`config.mk`:
```
export PLATFORM = sky130hd
export DESIGN_NAME = io_uart_bridge
export DESIGN_NICKNAME = d
export VERILOG_FILES = /design/src/rtl/io_uart_pkg.sv /design/src/rtl/uart_tx_fifo.sv /design/src/rtl/io_uart_bridge.sv
export SDC_FILE = /design/constraint.sdc
export NUM_CORES = 1
export LEC_CHECK = 0
export ABC_AREA = 1
export ABC_CLOCK_PERIOD_IN_PS = 5200
export BUFFER_PORTS_ARGS = -buffer_cell sky130_fd_sc_hd__buf_2
export CORE_UTILIZATION = 65
export DETAILED_ROUTE_END_ITERATION = 10
export GPL_ROUTABILITY_DRIVEN = 0
export PLACE_DENSITY = 0.9
export REMOVE_ABC_BUFFERS = 1
export SKIP_CTS_REPAIR_TIMING = 1
export SYNTH_ARGS = -nofsm -noshare
export SYNTH_HDL_FRONTEND = slang
export SYNTH_SLANG_ARGS = --single-unit
```
`constraint.sdc`:
```
create_clock -name clock -period 5.2 [get_ports clock]
set_clock_uncertainty 0.15 [all_clocks]
set_input_delay 0.26 -clock clock [delete_from_list [all_inputs] [get_ports clock]]
set_output_delay 0.26 -clock clock [all_outputs]
set_load 0.01 [all_outputs]
```
`src/rtl/io_uart_pkg.sv`:
```
// Shared definitions for the io_uart bridge: FSM state encodings and
// the width helper used for the per-bit cycle counters.
package io_uart_pkg;

    localparam logic [1:0] STATE_IDLE  = 2'd0;
    localparam logic [1:0] STATE_START = 2'd1;
    localparam logic [1:0] STATE_DATA  = 2'd2;
    localparam logic [1:0] STATE_STOP  = 2'd3;

    typedef enum logic [1:0] {
        ST_IDLE  = STATE_IDLE,
        ST_START = STATE_START,
        ST_DATA  = STATE_DATA,
        ST_STOP  = STATE_STOP
    } uart_state_t;

    function automatic int cnt_width(input int clks_per_bit);
        return (clks_per_bit > 1) ? $clog2(clks_per_bit) : 1;
    endfunction

endpackage

```
`src/rtl/uart_tx_fifo.sv`:
```
// Byte-wide transmit queue between the core's write strobe and the TX FSM.
// A push while full is still accepted when a pop frees a slot that cycle.
module uart_tx_fifo #(
    parameter int DEPTH = 4
) (
    input  logic       clock,
    input  logic       reset,
    input  logic       push,
    input  logic       pop,
    input  logic [7:0] din,
    output logic [7:0] head,
    output logic       full,
    output logic       empty
);

    localparam int AW = (DEPTH > 1) ? $clog2(DEPTH) : 1;

    logic [7:0]    mem [DEPTH];
    logic [AW-1:0] wr_ptr;
    logic [AW-1:0] rd_ptr;
    logic [AW:0]   count;
    logic [AW:0]   count_next;
    logic          do_push;
    logic          do_pop;

    assign empty   = (count == '0);
    assign head    = mem[rd_ptr];
    assign do_pop  = pop && !empty;
    assign do_push = push && (!full || do_pop);

    always_comb begin
        count_next = count;
        case ({do_push, do_pop})
            2'b10:   count_next = count + 1'b1;
            2'b01:   count_next = count - 1'b1;
            default: count_next = count;
        endcase
    end

    always_ff @(posedge clock) begin
        if (do_push) begin
            mem[wr_ptr] <= din;
        end
    end

    always_ff @(posedge clock) begin
        if (!reset) begin
            wr_ptr <= '0;
            rd_ptr <= '0;
            count  <= '0;
            full   <= 1'b0;
        end else begin
            if (do_push) wr_ptr <= wr_ptr + 1'b1;
            if (do_pop)  rd_ptr <= rd_ptr + 1'b1;
            count <= count_next;
            full  <= (count_next == (AW+1)'(DEPTH));
        end
    end

endmodule

```
`src/rtl/io_uart_bridge.sv`:
```
// UART peripheral behind the core's ioout/ioin interface: queued 8N1 transmit,
// synchronised 8N1 receive with a single-byte holding register and interrupt.
module io_uart_bridge
    import io_uart_pkg::*;
#(
    parameter int CLKS_PER_BIT = 16,
    parameter int TX_DEPTH     = 4
) (
    input  logic       clock,
    input  logic       reset,
    input  logic [7:0] ioout,
    input  logic       io_wr,
    input  logic       io_rd,
    output logic [7:0] ioin,
    output logic       intr,
    output logic       tx_full,
    input  logic       rxd,
    output logic       txd
);

    localparam int          CW   = cnt_width(CLKS_PER_BIT);
    localparam logic [CW-1:0] LAST = CW'(CLKS_PER_BIT - 1);
    localparam logic [CW-1:0] HALF = CW'(CLKS_PER_BIT / 2 - 1);

    logic       fifo_pop;
    logic       fifo_empty;
    logic [7:0] fifo_head;

    uart_tx_fifo #(.DEPTH(TX_DEPTH)) u_tx_fifo (
        .clock (clock),
        .reset (reset),
        .push  (io_wr),
        .pop   (fifo_pop),
        .din   (ioout),
        .head  (fifo_head),
        .full  (tx_full),
        .empty (fifo_empty)
    );

    uart_state_t   tx_state, tx_state_n;
    logic [CW-1:0] tx_cnt, tx_cnt_n;
    logic [2:0]    tx_bit, tx_bit_n;
    logic [7:0]    tx_shift, tx_shift_n;
    logic          txd_n;

    // txd is registered from the next-state logic so it never glitches
    always_ff @(posedge clock) begin
        if (!reset) begin
            tx_state <= ST_IDLE;
            tx_cnt   <= '0;
            tx_bit   <= '0;
            tx_shift <= '0;
            txd      <= 1'b1;
        end else begin
            tx_state <= tx_state_n;
            tx_cnt   <= tx_cnt_n;
            tx_bit   <= tx_bit_n;
            tx_shift <= tx_shift_n;
            txd      <= txd_n;
        end
    end

    always_comb begin
        tx_state_n = tx_state;
        tx_cnt_n   = tx_cnt;
        tx_bit_n   = tx_bit;
        tx_shift_n = tx_shift;
        txd_n      = txd;
        fifo_pop   = 1'b0;
        case (tx_state)
            ST_IDLE: begin
                txd_n = 1'b1;
                if (!fifo_empty) begin
                    fifo_pop   = 1'b1;
                    tx_shift_n = fifo_head;
                    tx_cnt_n   = '0;
                    txd_n      = 1'b0;
                    tx_state_n = ST_START;
                end
            end
            ST_START: begin
                if (tx_cnt == LAST) begin
                    tx_cnt_n   = '0;
                    tx_bit_n   = '0;
                    txd_n      = tx_shift[0];
                    tx_state_n = ST_DATA;
                end else begin
                    tx_cnt_n = tx_cnt + 1'b1;
                end
            end
            ST_DATA: begin
                if (tx_cnt == LAST) begin
                    tx_cnt_n = '0;
                    if (tx_bit == 3'd7) begin
                        txd_n      = 1'b1;
                        tx_state_n = ST_STOP;
                    end else begin
                        tx_bit_n   = tx_bit + 1'b1;
                        tx_shift_n = {1'b0, tx_shift[7:1]};
                        txd_n      = tx_shift[1];
                    end
                end else begin
                    tx_cnt_n = tx_cnt + 1'b1;
                end
            end
            ST_STOP: begin
                if (tx_cnt == LAST) begin
                    tx_cnt_n   = '0;
                    tx_state_n = ST_IDLE;
                end else begin
                    tx_cnt_n = tx_cnt + 1'b1;
                end
            end
            default: tx_state_n = ST_IDLE;
        endcase
    end

    logic rxd_meta, rxd_s, rxd_prev;

    // rxd_prev lets IDLE spot the falling edge of the start bit
    always_ff @(posedge clock) begin
        if (!reset) begin
            rxd_meta <= 1'b1;
            rxd_s    <= 1'b1;
            rxd_prev <= 1'b1;
        end else begin
            rxd_meta <= rxd;
            rxd_s    <= rxd_meta;
            rxd_prev <= rxd_s;
        end
    end

    uart_state_t   rx_state, rx_state_n;
    logic [CW-1:0] rx_cnt, rx_cnt_n;
    logic [2:0]    rx_bit, rx_bit_n;
    logic [7:0]    rx_shift, rx_shift_n;
    logic          rx_valid;

    always_ff @(posedge clock) begin
        if (!reset) begin
            rx_state <= ST_IDLE;
            rx_cnt   <= '0;
            rx_bit   <= '0;
            rx_shift <= '0;
        end else begin
            rx_state <= rx_state_n;
            rx_cnt   <= rx_cnt_n;
            rx_bit   <= rx_bit_n;
            rx_shift <= rx_shift_n;
        end
    end

    always_comb begin
        rx_state_n = rx_state;
        rx_cnt_n   = rx_cnt;
        rx_bit_n   = rx_bit;
        rx_shift_n = rx_shift;
        rx_valid   = 1'b0;
        case (rx_state)
            ST_IDLE: begin
                if (rxd_prev && !rxd_s) begin
                    rx_cnt_n   = '0;
                    rx_state_n = ST_START;
                end
            end
            ST_START: begin
                if (rx_cnt == HALF) begin
                    rx_cnt_n   = '0;
                    rx_bit_n   = '0;
                    rx_state_n = rxd_s ? ST_IDLE : ST_DATA;
                end else begin
                    rx_cnt_n = rx_cnt + 1'b1;
                end
            end
            ST_DATA: begin
                if (rx_cnt == LAST) begin
                    rx_cnt_n   = '0;
                    rx_shift_n = {rxd_s, rx_shift[7:1]};
                    if (rx_bit == 3'd7) begin
                        rx_state_n = ST_STOP;
                    end else begin
                        rx_bit_n = rx_bit + 1'b1;
                    end
                end else begin
                    rx_cnt_n = rx_cnt + 1'b1;
                end
            end
            ST_STOP: begin
                if (rx_cnt == LAST) begin
                    rx_cnt_n   = '0;
                    rx_valid   = rxd_s;
                    rx_state_n = ST_IDLE;
                end else begin
                    rx_cnt_n = rx_cnt + 1'b1;
                end
            end
            default: rx_state_n = ST_IDLE;
        endcase
    end

    // A read in the same cycle as a new byte retires the old one, so the new byte lands
    always_ff @(posedge clock) begin
        if (!reset) begin
            ioin <= '0;
            intr <= 1'b0;
        end else if (rx_valid && (!intr || io_rd)) begin
            ioin <= rx_shift;
            intr <= 1'b1;
        end else if (io_rd) begin
            intr <= 1'b0;
        end
    end

endmodule
```
==> results of run 1 <==
[power by group]
group | total (mW) | internal [mW] | switching, mW
Sequential | 0.892 | 0.817 | 0.0748
Clock | 0.420 | 0.175 | 0.245
Combinational | 0.611 | 0.210 | 0.401
[final cells by class]
cell class              count  area, um^2
clock buffers              10         128
clock inverters             6        42.5
fillers                   431        1520
inverters                  77         293
multi-input cells         329        1580
flip-flops and latches     89        2100
well taps                  75        93.8
repair buffers             32         205
[worst max path at each step]
stage	end	depth (start not counted)
after floorplan	u_tx_fifo.full	13
after global placement	u_tx_fifo.full	13
after detailed placement	u_tx_fifo.full	13
after CTS	u_tx_fifo.full	12
after global routing	u_tx_fifo.full	12
final	u_tx_fifo.full	12
[per-layer routing]
metal	up-vias	routed length [um]	part of all wire (%)	track usage, %
met5	-	0	0	0
met4	0	67	0.93	9.11
met3	7	336	4.6	5.57
met2	58	3730	52	43.6
met1	1472	3110	43	28.6
li1	1645	-	-	-
[cells in the mapped netlist (all sizes together)]
| master | instances |
|---|---|
| a21oi | 27 |
| buf | 6 |
| clkbuf | 5 |
| clkinv | 4 |
| dfxtp | 57 |
| edfxtp | 32 |
| fa | 1 |
| ha | 16 |
| inv | 73 |
| nand2 | 139 |
| nand3 | 25 |
| nand4 | 5 |
| nor2 | 83 |
| nor3 | 1 |
| o21ai | 27 |
| or2 | 3 |
| xnor2 | 1 |
| xor2 | 1 |
[stage by stage]
step,setup slack (ns),util (%)
final,2.56,74.6
after global routing,2.29,74.6
after global placement,2.76,70.2
after floorplan,2.87,-
after CTS,2.55,73.0
after detailed placement,2.61,70.2
[cells in the final DEF (no fill, tap or decap), types with 2 or more instances in the layout]
master	instances
o21ai_0	25
o21ai_1	2
inv_2	3
nand2_2	3
nand4_1	4
edfxtp_1	32
clkinv_2	5
nor2_1	79
clkbuf_8	9
or2_2	3
dfxtp_1	57
dlygate4sd3_1	9
a21oi_1	27
nor2_2	3
ha_1	16
clkinvlp_4	2
nand2_1	136
buf_2	23
nand3_1	23
inv_1	70
[state kept, by name, summed over array words and instances, names as in the netlist, named ones only]
name and flops:
rx_cnt 4, ioin 8, tx_shift 8, rxd_s 1, tx_bit 3, rx_bit 3, txd 1, rxd_prev 1
rx_shift 8, intr 1, u_tx_fifo.full 1, u_tx_fifo.mem 32, u_tx_fifo.rd_ptr 2, tx_state 2, tx_cnt 4, u_tx_fifo.count 3
rxd_meta 1, u_tx_fifo.wr_ptr 2, rx_state 1
[logic make-up (layout without fill, tap and decap cells)]
kind of cell / count (synthesis) / in the layout
buffers and inverters: 88 / 125
xor gates and xnor gates: 2 / 2
adders and majority gates: 17 / 17
DFF: 89 / 89
AOI/OAI and AO/OA: 54 / 54
and+or+nand+nor: 256 / 256
[worst register-to-register path, cell delays in order (launching register included)]
cell and delay [ns]:
dfxtp_1 0.37, inv_1 0.10, ha_1 0.28, nand2_1 0.14, nand2_1 0.06, nand2_1 0.19
ha_1 0.19, inv_1 0.06, fa_1 0.38, or2_2 0.31, nand3_1 0.10, nor2_1 0.07
nor3_1 0.16
==> flow_summary_export.csv, run 1 <==
group,metric,value,unit
die,rows,28,
sta,tns,0,ns
die,io_pins,24,
global_route,grt_pass1_vias,3000,
placement,placed_area,4180,um^2
finish,diodes,0,
routing,wire_per_inst,11.7,um
critical_path,crit_path_max_incr_delay,0.38,ns
sta,fin_crit,2.64,ns
synthesis,syn_area,4030,um^2
critical_path,crit_chain,"inv_1 -> ha_1 -> nand2_1 -> nand2_1 -> nand2_1 -> ha_1 -> inv_1 -> fa_1 -> or2_2 -> nand3_1 -> nor2_1 -> nor3_1",
clocking,clock_sinks,89,
synthesis,synthCells,506,
synthesis,avgSynthCellArea,7.95,um^2
clocking,cts_buffers,9,
synthesis,synthDistinctLibCells,30,
die,core_area,5960,um^2
die,die_w,80.7,um
critical_path,r2r_slack,2.56,ns
global_route,grt_max_degree,33,
sta,slew_violations,0,
job,maxCapViolations,0,
clocking,insertion_delay,0.36,ns
finish,area_delta_synth_final,10.3,%
global_route,grt-ovfl-total,0,
critical_path,cp_max_fo,8,
critical_path,cp_common_cell,"nand2_1",
clocking,clock_path_buffers,2,
sta,setup-violations-final,0,
sta,worst_slew_pin_slew,0.794,ns
synthesis,synth_xor_area_share,0.435,%
critical_path,critical_path_class,"reg -> reg",
clocking,path_clk_slew,0.08,ns
sta,whs,0.0956,ns
critical_path,crit_buf_inv,2,
min_path,hold-path-endpoint,"intr",
pwr,ir_worst_vdd,0.262,mV
sta,slew_headroom,46.9,%
clocking,htreeDepth,3,
routing,drc_errors,0,
sta,rsz0062_at_grt,"false",
critical_path,r2r-end,"u_tx_fifo.full",
die,die-area,6510,um^2
finish,layout.cells.non_filler,618,
routing,ant_nets,0,
critical_path,startpoint_type,"flip-flop",
placement,io_buffer_count,23,
routing,vias,3182,
synthesis,synth_top_family_by_area,"simple AND/OR/NAND/NOR gates",
synthesis,synth.yosys.warnings,0,
critical_path,cp.required,5.32,ns
pwr,powerDensity,433,nW/um^2
synthesis,synth_top_area_cell,"dfxtp_1",
routing,vias_per_cell,5.15,
routing,wirelength,7.24,mm
synthesis,yosys.area_share.adder,5.47,%
clocking,cts_root_buf,"clkbuf_8",
synthesis,yosys.area_share.simple,26.5,%
routing,first_iter_violations,226,
finish,final_nets,568,
critical_path,slowest_stage,"fa_1",
critical_path,r2r_start,"tx_state[0]",
pwr,fin_total_pwr,1.92,mW
die,start_util,67.6,%
min_path,hold_depth,4,
global_route,antenna_found_initial,0,
critical_path,arrival,2.77,ns
synthesis,ys_seq_area_share,52.2,%
placement,dp.cells,593,
synthesis,synth-compound-area-share,6.71,%
routing,firstDrtPassIters,4,
die,die_h,80.7,um
sta,fin_crit_sh,50.8,%
synthesis,synthTopCellsByArea,"dfxtp_1 (28%), edfxtp_1 (24%), nand2_1 (13%)",
min_path,hold_start,"io_rd",
critical_path,worst_r2r_path_depth,12,
critical_path,cp-end-kind,"flip-flop",
global_route,grt_usage,24.5,%
sta,final_hold_viol_count,0,
min_path,hold_class,"in -> reg",
synthesis,ys_ff_latch,89,
pwr,power_leakage,2.06,nW
finish,drive_gt1_share,10.5,%
clocking,cts_tree,"yes",
sta,fmax,379,MHz
synthesis,synth_mux_area_share,0,%
synthesis,yosysTopAreaCellShare,28.3,%
run_status,status,"finished clean",
critical_path,cp_top_family,"simple AND/OR/NAND/NOR gates",
finish,fin_area,4440,um^2
global_route,grt_pass1_wl,12.3,mm
placement,hpwlAfterDp,5.11,mm
critical_path,startpoint,"tx_state[0]",
Power figures use the tool's default switching activity.
==> inputs of run 2 (changes only) <==
Settings changed: ABC_CLOCK_PERIOD_IN_PS 5200 to 2600, CORE_UTILIZATION 65 to 60, PLACE_DENSITY 0.9 to 0.85.
Clock period 5.2 ns to 2.6 ns, I/O delays scaled along.
==> run 2 against run 1 <==
Against the previous run: the run now ends with hold timing left; critical path depth is the same; highest routed layer unchanged; design area rose by 1.6%; wire length increased by 4.9%; final cell count rose by 1.3%; sequential share of layout area decreased by 0.76 points; worst setup slack got worse by 2.4 ns; maximum frequency is 10% higher.
==> flow_summary_export.csv, run 2 (same netlist as run 1, synthesis figures left out) <==
group,metric,value,unit
placement,io_buffer_count,23,
finish,utilization,70.3,%
routing,drc_errors,0,
global_route,grt_pass1_wl,12.8,mm
routing,wire_per_inst,12.1,um
clocking,cts_root_buf,"clkbuf_8",
finish,layout_common_cells,"nand2_1 (136), nor2_1 (79), inv_1 (70), dfxtp_1 (57), edfxtp_1 (32)",
sta,whs,-0.0218,ns
global_route,grt_max_degree,32,
clocking,htreeDepth,3,
sta,fin_crit_sh,92.3,%
finish,diodes,0,
finish,layout_commonest_cell,"nand2_1",
job,maxCapViolations,0,
sta,final_hold_viol_count,1,
sta,fmax,417,MHz
placement,dp_slack,0.184,ns
global_route,grt_pass1_vias,2998,
sta,worst_slew_pin_slew,0.685,ns
routing,ant_nets,0,
placement,hpwlAfterDp,5.21,mm
critical_path,critical_path_class,"reg -> reg",
global_route,grt_usage,22.8,%
sta,slew_violations,0,
run_status,violations,"hold timing",
run_status,status,"complete, but fails checks",
critical_path,crit_path_max_incr_delay,0.38,ns
routing,first_iter_violations,224,
min_path,hold_class,"in -> reg",
die,die_h,83.9,um
critical_path,cp-end-kind,"flip-flop",
clocking,path_clk_slew,0.09,ns
finish,regArea,2100,um^2
critical_path,crit_chain,"inv_1 -> ha_2 -> nand2_1 -> nand2_1 -> nand2_1 -> ha_1 -> inv_1 -> fa_1 -> or2_2 -> nand3_1 -> nor2_1 -> nor3_1",
critical_path,cp_max_fo,5,
clocking,cts_tree,"yes",
die,die-area,7040,um^2
die,start_util,62.7,%
finish,fin_area,4510,um^2
pwr,fin_total_pwr,3.99,mW
sta,tns,0,ns
routing,vias_per_cell,5.08,
critical_path,startpoint_type,"flip-flop",
global_route,antenna_found_initial,0,
sta,fin_ws,0.200,ns
sta,rsz0062_at_grt,"false",
finish,layout.cells.non_filler,626,
routing,firstDrtPassIters,4,
die,rows,29,
die,io_pins,24,
sta,slew_headroom,54.2,%
pwr,powerDensity,884,nW/um^2
finish,area_delta_synth_final,12.1,%
finish,nFillCells,496,
critical_path,cp.required,2.74,ns
pwr,ir_worst_vdd,0.526,mV
finish,drive_gt1_share,11.7,%
die,core_area,6420,um^2
finish,multi_input_area,1580,um^2
critical_path,arrival,2.54,ns
routing,vias,3182,
die,die_w,83.9,um
clocking,clock_sinks,89,
placement,dp.cells,601,
clocking,clock_path_buffers,2,
finish,largest_reg_flops,32,
sta,fin_crit,2.40,ns
global_route,grt-ovfl-total,0,
finish,regMostFlops,"u_tx_fifo.mem",
placement,placed_area,4230,um^2
critical_path,slowest_stage,"dfxtp_1",
sta,setup-violations-final,0,
routing,wirelength,7.60,mm
clocking,insertion_delay,0.36,ns
pwr,power_leakage,2.09,nW
critical_path,cp_common_cell,"nand2_1",
clocking,cts_buffers,9,
finish,final_nets,574,
## run 2: critical path, delay by kind of cell (launching register included)
kind	cells	cell delay, ns
fa+ha+maj	3	0.74
flops	1	0.38
buf+inv	2	0.17
simple gates	7	0.88
## run 2: area by class of cell
| cell class | instances | share of cell area (%) |
|---|---|---|
| multi-input combinational | 329 | 35.0 |
| sequential | 89 | 46.6 |
| inverter | 77 | 6.49 |
| clock buffer | 10 | 2.83 |
| timing repair buffer | 38 | 5.54 |
| clock inverter | 6 | 1.44 |
| tap | 77 | 2.13 |
## run 2: final timing paths
check	to	from	depth (start not counted)	slack (ns)
worst max-delay path	u_tx_fifo.full	tx_state[0]	12	0.20
worst max register to register	u_tx_fifo.full	tx_state[0]	12	0.20
worst min register to register	rxd_s	rxd_meta	1	0.27
worst min-delay path	intr	io_rd	4	-0.02
## run 2: where the power goes
group	leakage, nW	total [mW]	internal (mW)	switching [mW]
logic	1.24	1.27	0.444	0.830
registers	0.759	1.78	1.63	0.142
clock network	0.0932	0.941	0.447	0.495
total	2.09	3.99	2.52	1.47
## run 2: routing by layer
metal  track usage, %  share of wire (%)  vias to the layer above
met2             40.6                 52                       57
met1             26.2                 44                     1454
met4             12.1                1.9                        0
met3             3.56                2.7                       14
met5                0                  0                        -
li1                 -                  -                     1657
==> inputs of run 3 (changes only) <==
Settings changed: CORE_MARGIN set to 2, CORE_UTILIZATION 60 to 50, MAX_ROUTING_LAYER set to met4, PLACE_DENSITY 0.85 to 0.74.
==> run 3 against run 2 <==
Against the previous run: the run still ends with hold timing left; register-to-register slack about the same; non-clock buffer count is 1 higher; worst setup slack gained 0.0079 ns; combinational power about the same; final cell count is 4.2% higher; sequential share of layout area shrank 0.40 points; die area up 25%; critical path depth is the same; sequential power is essentially flat; critical path type unchanged.
==> flow_summary_export.csv, run 3 (same netlist as run 1, synthesis figures left out) <==
group,metric,value,unit
finish,largest_reg_flops,32,
clocking,cts_buffers,9,
finish,regMostFlops,"u_tx_fifo.mem",
die,die-area,8780,um^2
global_route,grt_max_degree,32,
run_status,violations,"hold timing",
sta,tns,0,ns
finish,diodes,0,
routing,first_iter_violations,155,
sta,rsz0062_at_grt,"false",
sta,fin_ws,0.208,ns
clocking,cts_root_buf,"clkbuf_8",
critical_path,critical_path_class,"reg -> reg",
clocking,clock_sinks,89,
min_path,hold_start,"io_rd",
critical_path,slowest_stage,"fa_1",
critical_path,arrival,2.51,ns
clocking,clock_path_buffers,2,
min_path,hold-path-endpoint,"intr",
run_status,status,"complete, but fails checks",
job,maxCapViolations,0,
pwr,powerDensity,866,nW/um^2
sta,fin_crit,2.39,ns
critical_path,r2r-end,"u_tx_fifo.full",
critical_path,cp.required,2.72,ns
critical_path,cp_common_cell,"nand2_1",
critical_path,cp-end-kind,"flip-flop",
routing,wire_per_inst,11.0,um
sta,setup-violations-final,0,
sta,whs,-0.0169,ns
finish,nFillCells,696,
pwr,ir_worst_vdd,0.484,mV
placement,dp_slack,0.185,ns
die,start_util,51.8,%
routing,ant_nets,0,
finish,layout_common_cells,"nand2_1 (136), nor2_1 (79), inv_1 (70), dfxtp_1 (57), edfxtp_1 (32)",
die,rows,32,
routing,drc_errors,0,
critical_path,worst_r2r_path_depth,12,
sta,final_hold_viol_count,1,
critical_path,startpoint_type,"flip-flop",
placement,hpwlAfterDp,5.09,mm
clocking,htreeDepth,3,
critical_path,crit_buf_inv,2,
sta,worst_slew_pin_slew,0.697,ns
global_route,grt-ovfl-total,0,
finish,layout_commonest_cell,"nand2_1",
die,io_pins,24,
routing,vias,3155,
global_route,grt_pass1_vias,2989,
min_path,hold_depth,4,
clocking,cts_tree,"yes",
finish,utilization,58.6,%
global_route,antenna_found_initial,0,
min_path,hold_class,"in -> reg",
global_route,grt_pass1_wl,12.5,mm
critical_path,r2r_slack,0.21,ns
sta,fmax,418,MHz
critical_path,crit_path_max_incr_delay,0.40,ns
placement,io_buffer_count,23,
critical_path,cp_top_family,"simple AND/OR/NAND/NOR gates",
placement,placed_area,4270,um^2
sta,slew_headroom,53.4,%
die,die_h,93.7,um
finish,final_nets,575,
routing,wirelength,7.15,mm
routing,firstDrtPassIters,4,
die,die_w,93.7,um
sta,fin_crit_sh,92.0,%
critical_path,cp_max_fo,5,
clocking,path_clk_slew,0.09,ns
finish,fin_area,4550,um^2
routing,vias_per_cell,4.84,
clocking,insertion_delay,0.35,ns
finish,area_delta_synth_final,13.1,%
critical_path,crit_chain,"inv_1 -> ha_2 -> nand2_1 -> nand2_1 -> nand2_1 -> ha_1 -> inv_1 -> fa_1 -> or2_2 -> nand3_1 -> nor2_1 -> nor3_1",
pwr,power_leakage,2.11,nW
critical_path,r2r_start,"tx_state[0]",
sta,slew_violations,0,
die,core_area,7770,um^2
global_route,grt_usage,18.4,%
finish,drive_gt1_share,11.6,%
[run 3: cell count changes in the layout (fill, tap and decap cells not counted)]
cell        delta
clkinv_1       +1
inv_4          -1
clkinvlp_4     -2
buf_4          +1
clkinv_4       +1
inv_6          +1
[run 3: routing by layer]
metal | vias up | GRT usage [%] | wire (um)
met3 | 6 | 3.13 | 188
met4 | 0 | 7.85 | 85
met2 | 37 | 31.8 | 3580
li1 | 1654 | - | -
met5 | - | - | 0
met1 | 1458 | 21.1 | 3290
[run 3: final cells by class]
cell class | count | area (um^2) | area share, %
sequential | 89 | 2100 | 46.2
multi-input combinational | 329 | 1580 | 34.7
inverter | 77 | 293 | 6.43
timing repair buffer | 39 | 258 | 5.66
clock buffer | 10 | 128 | 2.80
tap | 102 | 128 | 2.80
clock inverter | 6 | 65.1 | 1.43
[run 3: where the power goes]
part	switching [mW]	internal, mW
registers	0.133	1.63
logic	0.805	0.443
clock network	0.478	0.449
total	1.42	2.53
[run 3: stage by stage]
stage | power (mW) | hold WS, ns | std cells
after floorplan | 2.71 | 0.0493 | 495
after global placement | 2.97 | 0.165 | 627
after detailed placement | 3.03 | 0.169 | 627
after CTS | 3.96 | -0.200 | 643
after global routing | 4.26 | 0.0208 | 652
final | 3.94 | -0.0169 | 652
[run 3: worst max-delay path by stage]
stage           startpoint              to  cells past startpoint
3_5_place_dp   tx_state[0]  u_tx_fifo.full                     12
2_1_floorplan  tx_state[0]  u_tx_fifo.full                     13
4_1_cts        tx_state[0]  u_tx_fifo.full                     12
5_1_grt        tx_state[0]  u_tx_fifo.full                     12
6_report       tx_state[0]  u_tx_fifo.full                     12
3_3_place_gp   tx_state[0]  u_tx_fifo.full                     13
[run 3: worst min-delay path: cells and delay by family]
kind	cells	cell delay (ns)
buffers and inverters	2	0.10
AND/OR/NAND/NOR	1	0.11
AO/OA/AOI/OAI	1	0.09
